### src/rtl/shift_operand_stage.sv
`default_nettype none
// ============================================================================
// Module   : shift_operand_stage
// Brief    : Shift-instruction decode, operand/amount select with forwarding,
//            and a two-entry (output register + skid) valid/ready stage.
// Revision : 1.0
// ============================================================================
module shift_operand_stage #(
    parameter logic [3:0] SHIFT_IMM_OP = 4'b1010,
    parameter logic [3:0] SHIFT_REG_OP = 4'b1011,
    parameter int         CNT_W        = 16
) (
    input  logic             clk,
    input  logic             rst,
    input  logic             in_valid,
    output logic             in_ready,
    input  logic [15:0]      instr,
    input  logic [15:0]      rs_data,
    input  logic [15:0]      rt_data,
    input  logic             fwd_valid,
    input  logic [2:0]       fwd_addr,
    input  logic [15:0]      fwd_data,
    input  logic             flush,
    input  logic             out_ready,
    output logic             out_valid,
    output logic [15:0]      sh_datain,
    output logic [3:0]       sh_amt,
    output logic [1:0]       sh_code,
    output logic [2:0]       sh_rd,
    output logic             illegal,
    output logic [CNT_W-1:0] shift_count
);

    typedef struct packed {
        logic [15:0] data;
        logic [3:0]  amt;
        logic [1:0]  code;
        logic [2:0]  rd;
    } entry_t;

    localparam entry_t     c_ENTRY_ZERO = '{data: 16'h0000, amt: 4'h0, code: 2'b00, rd: 3'b000};
    localparam [CNT_W-1:0] c_CNT_ONE    = {{(CNT_W-1){1'b0}}, 1'b1};
    localparam [CNT_W-1:0] c_CNT_MAX    = {CNT_W{1'b1}};

    // Only the low nibble of rt is a meaningful shift amount.
    logic w_unused_rt_hi;
    assign w_unused_rt_hi = ^rt_data[15:4];

    logic [3:0]  w_opcode;
    logic [2:0]  w_rs;
    logic [2:0]  w_rt;
    logic        w_is_imm;
    logic        w_is_shift;
    logic [15:0] w_operand;
    logic [3:0]  w_amt;
    entry_t      w_entry;
    logic        w_accept;
    logic        w_load;
    logic        w_xfer;

    entry_t          or_entry_q, or_entry_d;
    entry_t          sk_entry_q, sk_entry_d;
    logic            or_valid_q, or_valid_d;
    logic            sk_valid_q, sk_valid_d;
    logic            in_ready_q, in_ready_d;
    logic            illegal_q, illegal_d;
    logic [CNT_W-1:0] count_q, count_d;

    assign w_opcode   = instr[15:12];
    assign w_rs       = instr[8:6];
    assign w_rt       = instr[2:0];
    assign w_is_imm   = (w_opcode == SHIFT_IMM_OP);
    assign w_is_shift = w_is_imm || (w_opcode == SHIFT_REG_OP);

    always_comb begin
        w_operand = 16'h0000;
        w_amt     = 4'h0;
        if (w_rs != 3'd0) begin
            w_operand = (fwd_valid && (fwd_addr == w_rs)) ? fwd_data : rs_data;
        end
        if (w_is_imm) begin
            w_amt = instr[3:0];
        end else if (w_rt != 3'd0) begin
            w_amt = (fwd_valid && (fwd_addr == w_rt)) ? fwd_data[3:0] : rt_data[3:0];
        end
        w_entry = '{data: w_operand, amt: w_amt, code: instr[5:4], rd: instr[11:9]};
    end

    assign w_accept = in_valid && in_ready_q && !flush;
    assign w_load   = w_accept && w_is_shift;
    assign w_xfer   = or_valid_q && out_ready;

    always_comb begin
        or_entry_d = or_entry_q;
        sk_entry_d = sk_entry_q;
        or_valid_d = or_valid_q;
        sk_valid_d = sk_valid_q;
        illegal_d  = 1'b0;
        count_d    = count_q;

        // A transfer coincident with flush is still a completed handshake.
        if (w_xfer && (count_q != c_CNT_MAX)) begin
            count_d = count_q + c_CNT_ONE;
        end

        if (flush) begin
            or_valid_d = 1'b0;
            sk_valid_d = 1'b0;
        end else begin
            illegal_d = w_accept && !w_is_shift;
            if (!or_valid_q || w_xfer) begin
                if (sk_valid_q) begin
                    or_entry_d = sk_entry_q;
                    or_valid_d = 1'b1;
                    sk_valid_d = w_load;
                    if (w_load) begin
                        sk_entry_d = w_entry;
                    end
                end else if (w_load) begin
                    or_entry_d = w_entry;
                    or_valid_d = 1'b1;
                end else begin
                    or_valid_d = 1'b0;
                end
            end else if (w_load) begin
                sk_entry_d = w_entry;
                sk_valid_d = 1'b1;
            end
        end

        in_ready_d = !sk_valid_d;
    end

    always_ff @(posedge clk) begin
        if (rst) begin
            or_entry_q <= c_ENTRY_ZERO;
            sk_entry_q <= c_ENTRY_ZERO;
            or_valid_q <= 1'b0;
            sk_valid_q <= 1'b0;
            in_ready_q <= 1'b1;
            illegal_q  <= 1'b0;
            count_q    <= '0;
        end else begin
            or_entry_q <= or_entry_d;
            sk_entry_q <= sk_entry_d;
            or_valid_q <= or_valid_d;
            sk_valid_q <= sk_valid_d;
            in_ready_q <= in_ready_d;
            illegal_q  <= illegal_d;
            count_q    <= count_d;
        end
    end

    assign in_ready    = in_ready_q;
    assign out_valid   = or_valid_q;
    assign sh_datain   = or_entry_q.data;
    assign sh_amt      = or_entry_q.amt;
    assign sh_code     = or_entry_q.code;
    assign sh_rd       = or_entry_q.rd;
    assign illegal     = illegal_q;
    assign shift_count = count_q;

endmodule
`default_nettype wire

### config.mk
export PLATFORM = sky130hd
export DESIGN_NAME = shift_operand_stage
export DESIGN_NICKNAME = d
export VERILOG_FILES = /design/src/rtl/shift_operand_stage.sv
export SDC_FILE = /design/constraint.sdc
export NUM_CORES = 1
export LEC_CHECK = 0
export BUFFER_PORTS_ARGS = -buffer_cell sky130_fd_sc_hd__buf_2
export CORE_MARGIN = 5
export CORE_UTILIZATION = 55
export CTS_BUF_LIST = sky130_fd_sc_hd__clkbuf_4 sky130_fd_sc_hd__clkbuf_8
export DETAILED_ROUTE_END_ITERATION = 8
export GPL_TIMING_DRIVEN = 0
export HOLD_SLACK_MARGIN = 0.15
export PLACE_DENSITY = 0.91
export REMOVE_ABC_BUFFERS = 1
export SLEW_MARGIN = 20
export SYNTH_ARGS = -nofsm -noshare
export SYNTH_HDL_FRONTEND = slang
export SYNTH_SLANG_ARGS = --single-unit
### constraint.sdc
create_clock -name clk -period 3.3 [get_ports clk]
set_input_delay 0.66 -clock clk [delete_from_list [all_inputs] [get_ports clk]]
set_output_delay 0.66 -clock clk [all_outputs]
set_load 0.01 [all_outputs]
==> run_results.csv <==
group,metric,value,unit
grt,number_of_global_route_vias_before_repair,2976,
clocking,postCtsResizedCells,0,
clocking,cts_sinks,70,
power_and_ir_drop,vdd.ir_drop.worst,0.326,mV
setup_path,critical_path.reg2reg.startpoint,"sk_valid_q",
layout,stdcell_area,4110,um^2
detailed_routing,drt-wirelength-per-cell,15.9,um
clocking,cts_buffers,9,
layout,mostFrequentLayoutCell,"sky130_fd_sc_hd__buf_2",
sta,timing.max_slew.rel_slack,27.6,%
die,chipHeight,87.4,um
power_and_ir_drop,cellLeakagePower,1.84,nW
setup_path,critical_path.startpoint_type,"register",
synthesis,synthDominantCellAreaShare,42.5,%
detailed_routing,num_vias,3018,
synthesis,synth_cell_types,50,
synthesis,yosys.area.top_type,"sky130_fd_sc_hd__dfxtp_1",
detailed_routing,drt_wl_total,8220,um
die,core_area,5890,um^2
worst_hold_path,holdCritStartpoint,"sk_entry_q[23]",
die,die-area,7640,um^2
synthesis,number_of_enable_flip_flop_cells_after_synthesis,0,
detailed_routing,drt_pass1_iterations,4,
synthesis,yosys.area_share.simple,23.5,%
placement,number_of_port_buffers,104,
synthesis,synth_async_sr_flop_share,0,%
setup_path,cp.buffers_inverters,0,
sta,tns,0,ps
synthesis,ys_seq_elements,70,
synthesis,syn_area_per_cell,9.58,um^2
setup_path,worst-r2r-cell-count,3,
synthesis,synth.top_cells.by_area,"sky130_fd_sc_hd__dfxtp_1, sky130_fd_sc_hd__mux2i_1, sky130_fd_sc_hd__nor2_1",
grt,grt_max_degree,54,
placement,place.detailed.hpwl,5750,um
grt,grt_overflow_total,0,
setup_path,flop_to_flop_setup_slack,580,ps
synthesis,synthXorXnorAreaFrac,4.25,%
status,run_status,"finished, final reports clean",
layout,antenna-diode-count,0,
sta,finalWorstPathRequiredPeriod,2720,ps
synthesis,synth.cell_area,3300,um^2
setup_path,worstPathArrival,2970,ps
synthesis,synth_fa_ha_area_share,0.683,%
layout,nets,512,
worst_hold_path,worst_hold_path.num_cells,1,
synthesis,muxShareOfSynthArea,9.11,%
flow_run,maxCapViolations,0,
die,rows,28,
synthesis,synth_ff_type,"sky130_fd_sc_hd__dfxtp_1",
worst_hold_path,hold_class,"register to register",
placement,gp_congestion,0.931,
die,io-pin-count,117,
setup_path,cp-end-kind,"register",
setup_path,worst_setup_path_startpoint,"sk_valid_q",
detailed_routing,drt_iter0_drc,155,
clocking,cts_root_buffer,"sky130_fd_sc_hd__clkbuf_8",
sta,unrepaired_setup_endpoints_after_global_routing,"false",
setup_path,critical_path.cell_chain,"o21a_1, nand2_1, o2bb2ai_1",
setup_path,cp_top_family,"flip-flops",
power_and_ir_drop,pwr_density_cell,476,nW/um^2
layout,flow.area_growth_from_synthesis,24.7,%
setup_path,worstPathRequired,3560,ps
synthesis,main_combinational_cell_family_by_area_after_synthesis,"simple AND/OR/NAND/NOR gates",
synthesis,yosysSeqAreaShare,42.5,%
detailed_routing,detail_route.vias_per_cell,5.83,
sta,worst_pin_slew,1080,ps
sta,number_of_failing_hold_endpoints_at_the_final_stage,0,
layout,fillers,482,
clocking,cts_hold_buf,0,
placement,detailed_place.area,3820,um^2
clocking,clk_path_buf_depth,2,
clocking,htree_levels,3,
detailed_routing,antenna_violating_nets_post_route,0,
die,effective_utilization_at_floorplan,56.0,%
clocking,clk-insertion-delay-late,340,ps
sta,report.final.slew_viol_count,0,
layout,drive_above_1_share,35.0,%
setup_path,crit_fanout,28,
sta,max_clock_freq,368,MHz
die,dieWidth,87.4,um
grt,antenna_found_initial,0,
clocking,post-cts-setup-buffer-count,0,
setup_path,slowest_stage,"sky130_fd_sc_hd__dfxtp_1",
clocking,clk_pin_slew,70,ps
setup_path,path_class,"register to register",
synthesis,postSynthCellCount,344,
grt,global_route.usage.total,22.0,%
clocking,tritoncts,"done",
setup_path,ff_to_ff_end,"sk_entry_q[11]",
power_and_ir_drop,power,1.96,mW
synthesis,synth.yosys.warnings,0,
sta,post-route-period-util,82.4,%
sta,hold_ws,474,ps
setup_path,critical_path.max_stage_delay,1040,ps
grt,grt_first_pass_wirelength,13500,um
layout,mostFrequentLayoutCells,"sky130_fd_sc_hd__buf_2, sky130_fd_sc_hd__dfxtp_1, sky130_fd_sc_hd__nor2_1, sky130_fd_sc_hd__mux2i_1, sky130_fd_sc_hd__nor3_1",
detailed_routing,post-route-drc-count,0,
synthesis,synth_compound_area_share,16.7,%
worst_hold_path,holdPathEnd,"sk_entry_q[23]",
sta,finClkSkew,7.37,ps
sta,setup-violations-final,0,
logic make-up (layout without fill, tap and decap cells):
kind of cell / Yosys count / after routing
flops: 70 / 70
simple gates: 142 / 142
xor+xnor: 16 / 16
fa+ha+maj: 2 / 2
buf+inv: 23 / 122
compound gates: 61 / 61
mux: 30 / 30
per-layer routing:
metal	vias up	share of wire [%]	track usage, %
met4	0	1.5	6.83
met3	13	7.5	6.81
met5	-	0	0
met1	1441	42	25.4
li1	1450	-	-
met2	114	50	38.7
flip-flops by register name, summed over array words and instances (netlist names), 2 cells and up:
| signal | flops |
|---|---|
| sh_amt | 4 |
| sh_code | 2 |
| sh_datain | 16 |
| sh_rd | 3 |
| shift_count | 16 |
| sk_entry_q | 25 |
worst max-delay path by stage:
| stage | cells past startpoint | slack, ps | endpoint |
|---|---|---|---|
| global route | 3 | 330 | sk_entry_q[18] |
| CTS | 5 | 460 | sh_amt[3] |
| floorplan | 5 | 1040 | sh_amt[1] |
| detailed placement | 6 | 200 | sh_amt[2] |
| finish | 3 | 580 | sk_entry_q[11] |
| global placement | 6 | 240 | sh_amt[2] |
where the power goes:
group	leakage, nW	total (mW)	internal [mW]	switching [mW]
Clock	0.143	0.971	0.652	0.319
Sequential	0.564	0.851	0.849	0.00237
Combinational	1.13	0.135	0.0594	0.0755
Total	1.84	1.96	1.56	0.397
cell usage after synthesis (2+ instances only):
cell type                    n
sky130_fd_sc_hd__a2bb2oi_1   4
sky130_fd_sc_hd__nor4_2      3
sky130_fd_sc_hd__a211oi_1    9
sky130_fd_sc_hd__mux2i_1    30
sky130_fd_sc_hd__a2111oi_2   3
sky130_fd_sc_hd__and4_1      2
sky130_fd_sc_hd__buf_1       2
sky130_fd_sc_hd__nor2b_1    16
sky130_fd_sc_hd__o2bb2ai_1  16
sky130_fd_sc_hd__dfxtp_1    70
sky130_fd_sc_hd__buf_2       8
sky130_fd_sc_hd__and3b_1     2
sky130_fd_sc_hd__nor2_1     58
sky130_fd_sc_hd__nand4_1     5
sky130_fd_sc_hd__o221a_2    16
sky130_fd_sc_hd__nor3_1     24
sky130_fd_sc_hd__nand3_1     3
sky130_fd_sc_hd__o21a_1      2
sky130_fd_sc_hd__a21oi_1     4
sky130_fd_sc_hd__clkbuf_1    9
sky130_fd_sc_hd__or2_2       2
sky130_fd_sc_hd__or3_1       2
sky130_fd_sc_hd__xnor2_1    15
sky130_fd_sc_hd__o21ai_0     3
sky130_fd_sc_hd__nand2_1    11
stage by stage:
| step | std cells | utilization, % | setup WS, ps |
|---|---|---|---|
| floorplan | 322 | - | 1040 |
| CTS | 518 | 69.8 | 458 |
| global route | 518 | 69.8 | 333 |
| finish | 518 | 69.8 | 582 |
| detailed placement | 502 | 64.9 | 197 |
| global placement | 501 | 64.7 | 241 |
layout make-up:
class                   count  area, um^2  share of cell area (%)
repair buffers            105         528                    12.8
clock inverters             7         160                    3.90
clock buffers               9         124                    3.01
inverters                   1        3.75                  0.0913
well taps                  75        93.8                    2.28
multi-input cells         251        1800                    43.8
flip-flops and latches     70        1400                    34.1
Note: power is estimated with default switching activity, not from simulation.
